--- src/rtl/xeng_window_sched.sv ---
// Window scheduler: serves a ping-pong buffer pair in strict alternation, issuing one
// integration window of reads and regenerating X-engine sync/vld/mcnt aligned to read data.
module xeng_window_sched #(
  parameter int unsigned SERIAL_ACC_LEN_BITS = 7,
  parameter int unsigned N_ANTS_BITS         = 6,
  parameter int unsigned MCNT_WIDTH          = 48,
  parameter int unsigned RD_LATENCY          = 2
) (
  input  logic                                        clk,
  input  logic                                        rst_n,
  input  logic                                        enable,
  input  logic [1:0]                                  buf_rdy,
  input  logic [MCNT_WIDTH-1:0]                       buf_mcnt0,
  input  logic [MCNT_WIDTH-1:0]                       buf_mcnt1,
  output logic [1:0]                                  buf_release,
  output logic                                        rd_en,
  output logic                                        rd_sel,
  output logic [N_ANTS_BITS+SERIAL_ACC_LEN_BITS-1:0]  rd_addr,
  output logic                                        xeng_sync,
  output logic                                        xeng_vld,
  output logic [MCNT_WIDTH-1:0]                       xeng_mcnt,
  output logic                                        busy,
  output logic [31:0]                                 win_count
);

  localparam int unsigned ADDR_W = N_ANTS_BITS + SERIAL_ACC_LEN_BITS;
  localparam int unsigned CNT_W  = 32;
  localparam logic [ADDR_W-1:0] LAST_ADDR = {ADDR_W{1'b1}};

  typedef enum logic {
    IDLE = 1'b0,
    RUN  = 1'b1
  } state_t;

  state_t                  state_q, state_d;
  logic                    next_sel_q, next_sel_d;
  logic                    rd_sel_q, rd_sel_d;
  logic                    rd_en_q, rd_en_d;
  logic [ADDR_W-1:0]       rd_addr_q, rd_addr_d;
  logic [MCNT_WIDTH-1:0]   mcnt_q, mcnt_d;
  logic [1:0]              buf_release_q, buf_release_d;
  logic [CNT_W-1:0]        win_count_q, win_count_d;
  logic                    busy_q, busy_d;

  logic [RD_LATENCY-1:0]   vld_pipe_q, vld_pipe_d;
  logic [RD_LATENCY-1:0]   sync_pipe_q, sync_pipe_d;
  logic [MCNT_WIDTH-1:0]   mcnt_pipe_q [RD_LATENCY];
  logic [MCNT_WIDTH-1:0]   mcnt_pipe_d [RD_LATENCY];

  logic                    cand_sel_c;
  logic [MCNT_WIDTH-1:0]   cand_mcnt_c;
  logic                    sync_src_c;

  // Candidate buffer for the next window: next_sel when idle, the other buffer at window end.
  assign cand_sel_c  = (state_q == RUN) ? ~rd_sel_q : next_sel_q;
  assign cand_mcnt_c = cand_sel_c ? buf_mcnt1 : buf_mcnt0;
  assign sync_src_c  = rd_en_q && (rd_addr_q == '0);

  // Window sequencing
  always_comb begin
    state_d       = state_q;
    next_sel_d    = next_sel_q;
    rd_sel_d      = rd_sel_q;
    rd_en_d       = rd_en_q;
    rd_addr_d     = rd_addr_q;
    mcnt_d        = mcnt_q;
    buf_release_d = 2'b00;
    win_count_d   = win_count_q;

    unique case (state_q)
      IDLE: begin
        if (enable && buf_rdy[cand_sel_c]) begin
          state_d   = RUN;
          rd_sel_d  = cand_sel_c;
          mcnt_d    = cand_mcnt_c;
          rd_addr_d = '0;
          rd_en_d   = 1'b1;
        end
      end
      RUN: begin
        rd_addr_d = rd_addr_q + ADDR_W'(1);
        if (rd_addr_q == LAST_ADDR) begin
          buf_release_d[rd_sel_q] = 1'b1;
          win_count_d             = win_count_q + CNT_W'(1);
          next_sel_d              = ~next_sel_q;
          if (enable && buf_rdy[cand_sel_c]) begin
            rd_sel_d = cand_sel_c;
            mcnt_d   = cand_mcnt_c;
          end else begin
            state_d = IDLE;
            rd_en_d = 1'b0;
          end
        end
      end
      default: begin
        state_d = IDLE;
        rd_en_d = 1'b0;
      end
    endcase

    busy_d = (state_d == RUN);
  end

  // Read-latency alignment; mcnt stages only advance alongside their sync strobe
  always_comb begin
    vld_pipe_d     = vld_pipe_q;
    sync_pipe_d    = sync_pipe_q;
    mcnt_pipe_d    = mcnt_pipe_q;
    vld_pipe_d[0]  = rd_en_q;
    sync_pipe_d[0] = sync_src_c;
    mcnt_pipe_d[0] = sync_src_c ? mcnt_q : mcnt_pipe_q[0];
    for (int unsigned i = 1; i < RD_LATENCY; i++) begin
      vld_pipe_d[i]  = vld_pipe_q[i-1];
      sync_pipe_d[i] = sync_pipe_q[i-1];
      mcnt_pipe_d[i] = sync_pipe_q[i-1] ? mcnt_pipe_q[i-1] : mcnt_pipe_q[i];
    end
  end

  always_ff @(posedge clk or negedge rst_n) begin
    if (!rst_n) begin
      state_q       <= IDLE;
      next_sel_q    <= 1'b0;
      rd_sel_q      <= 1'b0;
      rd_en_q       <= 1'b0;
      rd_addr_q     <= '0;
      mcnt_q        <= '0;
      buf_release_q <= 2'b00;
      win_count_q   <= '0;
      busy_q        <= 1'b0;
      vld_pipe_q    <= '0;
      sync_pipe_q   <= '0;
      for (int unsigned i = 0; i < RD_LATENCY; i++) begin
        mcnt_pipe_q[i] <= '0;
      end
    end else begin
      state_q       <= state_d;
      next_sel_q    <= next_sel_d;
      rd_sel_q      <= rd_sel_d;
      rd_en_q       <= rd_en_d;
      rd_addr_q     <= rd_addr_d;
      mcnt_q        <= mcnt_d;
      buf_release_q <= buf_release_d;
      win_count_q   <= win_count_d;
      busy_q        <= busy_d;
      vld_pipe_q    <= vld_pipe_d;
      sync_pipe_q   <= sync_pipe_d;
      for (int unsigned i = 0; i < RD_LATENCY; i++) begin
        mcnt_pipe_q[i] <= mcnt_pipe_d[i];
      end
    end
  end

  assign buf_release = buf_release_q;
  assign rd_en       = rd_en_q;
  assign rd_sel      = rd_sel_q;
  assign rd_addr     = rd_addr_q;
  assign xeng_vld    = vld_pipe_q[RD_LATENCY-1];
  assign xeng_sync   = sync_pipe_q[RD_LATENCY-1];
  assign xeng_mcnt   = mcnt_pipe_q[RD_LATENCY-1];
  assign busy        = busy_q;
  assign win_count   = win_count_q;

endmodule
--- config.mk ---
export PLATFORM = sky130hd
export DESIGN_NAME = xeng_window_sched
export DESIGN_NICKNAME = d
export VERILOG_FILES = /design/src/rtl/xeng_window_sched.sv
export SDC_FILE = /design/constraint.sdc
export NUM_CORES = 1
export LEC_CHECK = 0
export ABC_CLOCK_PERIOD_IN_PS = 3950
export CAP_MARGIN = 10
export CORE_MARGIN = 4
export CORE_UTILIZATION = 54
export DETAILED_ROUTE_END_ITERATION = 16
export MAX_ROUTING_LAYER = met4
export PLACE_DENSITY_LB_ADDON = 0.3
export SETUP_SLACK_MARGIN = 0.2
export SYNTH_ARGS = -nofsm -noshare
export SYNTH_HDL_FRONTEND = slang
export SYNTH_SLANG_ARGS = --single-unit
--- constraint.sdc ---
create_clock -name clk -period 3.95 [get_ports clk]
set_input_delay 0.5925 -clock clk [delete_from_list [all_inputs] [get_ports clk]]
set_output_delay 0.5925 -clock clk [all_outputs]
set_load 0.02 [all_outputs]
Word level (Yosys, flattened, before mapping). Index checks and enable logic that the tools add are counted.

Bits in registers: 199. Bits of input ports: 101. Output and inout bits: 100. Logic and storage cells: 53.

$add $sub $neg: 2. Order comparisons: 3. Equality and inequality tests: 4. Muxes and demuxes: 23. Bitwise operators: 3. Reduce and logical (&&, ||, !) cells: 6.

Operators with widths (count): $mux 48 (3); $pmux 48 s2 (1); $add 32x1->32 const B (1); $pmux 13 s2 (1); $add 13x1->13 const B (1); $eq 13x13->1 const B (1); $logic_not 13->1 (1); $mux 13 (1); $mux 1 (11); $pmux 1 s2 (3); $lt 1x2->1 const B (2); $mux 2 (2); $ne 2x2->1 const B (2); $logic_and 1x1->1 (3); $not 1->1 (3); $reduce_and 3->1 (1); $ne 2x1->1 const B (1); $reduce_and 2->1 (1); $demux 1 s1 (1); $ge 1x1->1 const B (1).

Logic depth before layout (Yosys ltp).
Depth after elaboration: 8. Depth in mapped cells: 9. Gate-level depth less buffers: 8.

Worst setup path before layout. Ideal clock, no wire load.

Kind: register to register. Start: reg busy (netlist name). End: reg rd_addr_q[9], in the netlist rd_addr[9]. Setup time: 128 ps. Arrival time: 1989 ps. Data required time: 3822 ps. Setup slack: 1833 ps. Cell stages (with the launch flop): 10. Path buffers: 1. Period minus slack after synthesis: 2117 ps. Cells stage by stage: dfrtp_1 > nand2b_1 > a21bo_1 > a21o_1 > ha_1 > clkbuf_1 > nor3b_1 > nand4_1 > xor2_1 > nor2_1.

RTL lines: end signal, assigned (RTL line 140) `rd_addr_q <= rd_addr_d;`; end, declared (RTL line 39) `logic [ADDR_W-1:0] rd_addr_q, rd_addr_d;`.

Worst setup path in the final report.
Start: reg rd_addr_q[0], in the netlist rd_addr[0]. End: reg mcnt_q[19].

Word-level cells in the longest chain between the ends: 2.

Ends and longest elaborated chain: $eq 13x13->1 (RTL line 82) `if (rd_addr_q == LAST_ADDR) begin`; $ne 2x1->1 (no source line); end signal, assigned (RTL line 141) `mcnt_q <= mcnt_d;`; end, declared (RTL line 40) `logic [MCNT_WIDTH-1:0] mcnt_q, mcnt_d;`.

No other way between the ends. A chain may end at the register's enable or synchronous reset.

==> metrics.cfg <==
[status]
run_status = completed

[final_layout]
layout-drive-gt1-share_pct = 9.75
design_area_sq_um = 11100
synthToLayoutAreaGrowth_pct = 28.0
final_cells = 1176
nets = 1056
fin_util_pct = 71.6

[die]
core_area_sq_um = 15400
dieArea_sq_um = 18100
io_pins = 201
start_util_pct = 56.0
rows = 45
die_h_microns = 134
die_w_microns = 134

[synth]
ys_types = 33
synth_edf_count = 0
synth.avg_cell_area_sq_um = 10.7
synth_top_flop_cell = dfrtp_1
ys_seq_elements = 199
yosysSeqAreaShare_pct = 57.7
netlist_area_sq_um = 8630
synth_nets = 915
async_flop_share_pct = 100
synth_area_leaders = dfrtp_1, nand2_1, mux2_2
yosys.area.top_type = dfrtp_1
synth_common_cells = dfrtp_1, nand2_1, nor2_1, a21oi_1, buf_4
yosysMostFrequentCell = dfrtp_1
synth_warnings = 0
synth_cells = 810
synth_top_area_share_pct = 57.7

[power]
sw_frac_of_total_pct = 21.6
powerDensity_nw_per_um2 = 371
vdd_drop_max_v = 0.000275
power_switching_mw = 0.885
cellLeakagePower_nw = 5.27
seq_power_share_pct = 50.8
share_comb_of_total_power_pct = 5.6
p_clk_share_pct = 43.6
power.total_mw = 4.10
cellInternalPower_mw = 3.21

[drt]
antenna_left = 0
drt_first_pass_iters = 5
vias = 6071
wl_per_cell_microns = 16.1
avgViaCountPerCell = 5.16
wl_microns = 18900
drt_iter0_markers = 370
drc = 0

[clock_tree]
clk_pin_slew_ns = 0.07
ctsHtreeMaxLevel = 4
cts_tree = done
postCtsSetupBuffers = 0
cts_buffers = 17
cts_max_path_buffers = 2
cts.sinks = 199
ctsResizeCount = 0
clockRootBuffer = clkbuf_16
cts-hold-fix-buffers = 0
clock_latency_ns = 0.42

[setup_path]
start_kind = flip-flop
r2r_cells = 6
endpoint_kind = flip-flop
arrival_ns = 2.90
reg2reg_to = mcnt_q[19]
cp_top_family = buffers and inverters
cp_slowest_stage_delay_ns = 0.75
path_max_fanout = 98
rr_startpoint = rd_addr[0]
critical_path_buf_inv_count = 1
reg2reg_slack_ns = 1.29
crit_chain = ha_1, and2_1, nand4_1, a221oi_4, buf_4, a21oi_1
cp_slowest_cell = buf_4
required_ns = 4.19
critPathKind = flip-flop to flip-flop

[sta]
max_freq_mhz = 377
final-max-slew-violation-count = 0
setup_tns_ns = 0
period_share_pct = 67.2
tightest_slew_ns = 0.984
hold_viol_final = 0
setup_viol = 0
skew_ns = 0.00784
slew_headroom_pct = 34.4
rsz0062_at_grt = no
finalCriticalPeriod_ns = 2.66

[placement]
dp.final_hpwl_microns = 12600
placed_area_sq_um = 10400
globalplace.congestion = 0.845
io_buffers = 200
dp_cells = 1143

[global_route]
grt_max_degree = 115
grt_pass1_vias = 6196
grt_overflow = 0
grt_pass1_wl_microns = 31100
track_usage_pct = 22.2
antenna_found_initial = 1

[job]
cap_viol_max_count = 0

[worst_hold_path]
hp-class = input pin to async pin

[cell families (layout without fill, tap and decap cells)]
logic type	after synthesis	in the layout	synth area share (%)
mux	98	98	12.1
other cells	0	1	0
xor+xnor	37	37	3.75
fa+ha+maj	4	4	0.580
flops	199	199	57.7
compound gates	68	68	4.36
simple gates	306	306	14.9
buf+inv	98	252	6.64
[how the worst max path moves through the flow]
stage | startpoint | endpoint | slack, ns | cells after the start
floorplan | busy | rd_addr[9] | 1.83 | 9
global placement | buf_rdy[1] | rd_addr[9] | 1.29 | 8
detailed placement | buf_rdy[1] | rd_addr[9] | 1.21 | 8
CTS | rd_addr[0] | mcnt_q[19] | 1.32 | 6
global route | rd_addr[0] | mcnt_q[0] | 1.14 | 7
finish | rd_addr[0] | mcnt_q[19] | 1.29 | 6
[placed cells by master (no fill, tap or decap), drive strengths merged, types with 3 or more instances in the layout]
| cell type | Yosys | routed |
|---|---|---|
| inv | 13 | 15 |
| nor2 | 72 | 72 |
| and3 | 7 | 7 |
| bufinv | 0 | 3 |
| mux2 | 49 | 49 |
| and2 | 4 | 4 |
| clkinv | 0 | 5 |
| o21ai | 11 | 11 |
| nand2b | 3 | 3 |
| xnor2 | 16 | 16 |
| clkbuf | 20 | 19 |
| nor3 | 17 | 17 |
| dfrtp | 199 | 199 |
| xor2 | 21 | 21 |
| a21oi | 51 | 51 |
| nand3 | 18 | 18 |
| mux2i | 49 | 49 |
| clkinvlp | 0 | 4 |
| clkdlybuf4s50 | 0 | 199 |
| nand2 | 168 | 168 |
| buf | 65 | 7 |
| ha | 4 | 4 |
| nand4 | 8 | 8 |
[metrics by stage]
step / hold slack, ns / setup slack, ns
5_1_grt: 0.356 / 1.14
3_3_place_gp: 0.333 / 1.29
6_report: 0.204 / 1.29
2_1_floorplan: 0.297 / 1.83
4_1_cts: 0.318 / 1.32
3_5_place_dp: 0.335 / 1.21
[power by group through the flow]
stage	sequential [mW]	combinational, mW	clock (mW)
floorplan	2.12	0.0700	0
global placement	2.12	0.231	0
detailed placement	2.12	0.235	0
CTS	2.08	0.237	1.82
global route	2.08	0.255	1.90
finish	2.08	0.230	1.79
[cell type report]
cell class | instances | area, sq um
fill | 1151 | 4380
sequential | 199 | 4980
clock inverter | 14 | 174
clock buffer | 18 | 439
tap | 211 | 264
multi-input combinational | 513 | 3080
inverter | 13 | 48.8
timing repair buffer | 207 | 2060
antenna | 1 | 2.50
[sequential cells by signal, indices dropped and copies added, names as in the netlist, 2 cells and up]
| register | flops |
|---|---|
| vld_pipe_q | 2 |
| sync_pipe_q | 2 |
| win_count | 32 |
| rd_addr | 13 |
| mcnt_q | 48 |
| xeng_mcnt | 48 |
| mcnt_pipe_q | 48 |
| buf_release | 2 |
[metal layers]
layer	share of wire (%)	up-vias	track usage, %
met4	1.0	0	5.15
li1	-	2903	-
met1	43	2972	29.4
met2	50	181	35.6
met5	0	-	-
met3	5.6	15	4.62
Power figures use the tool's default switching activity.
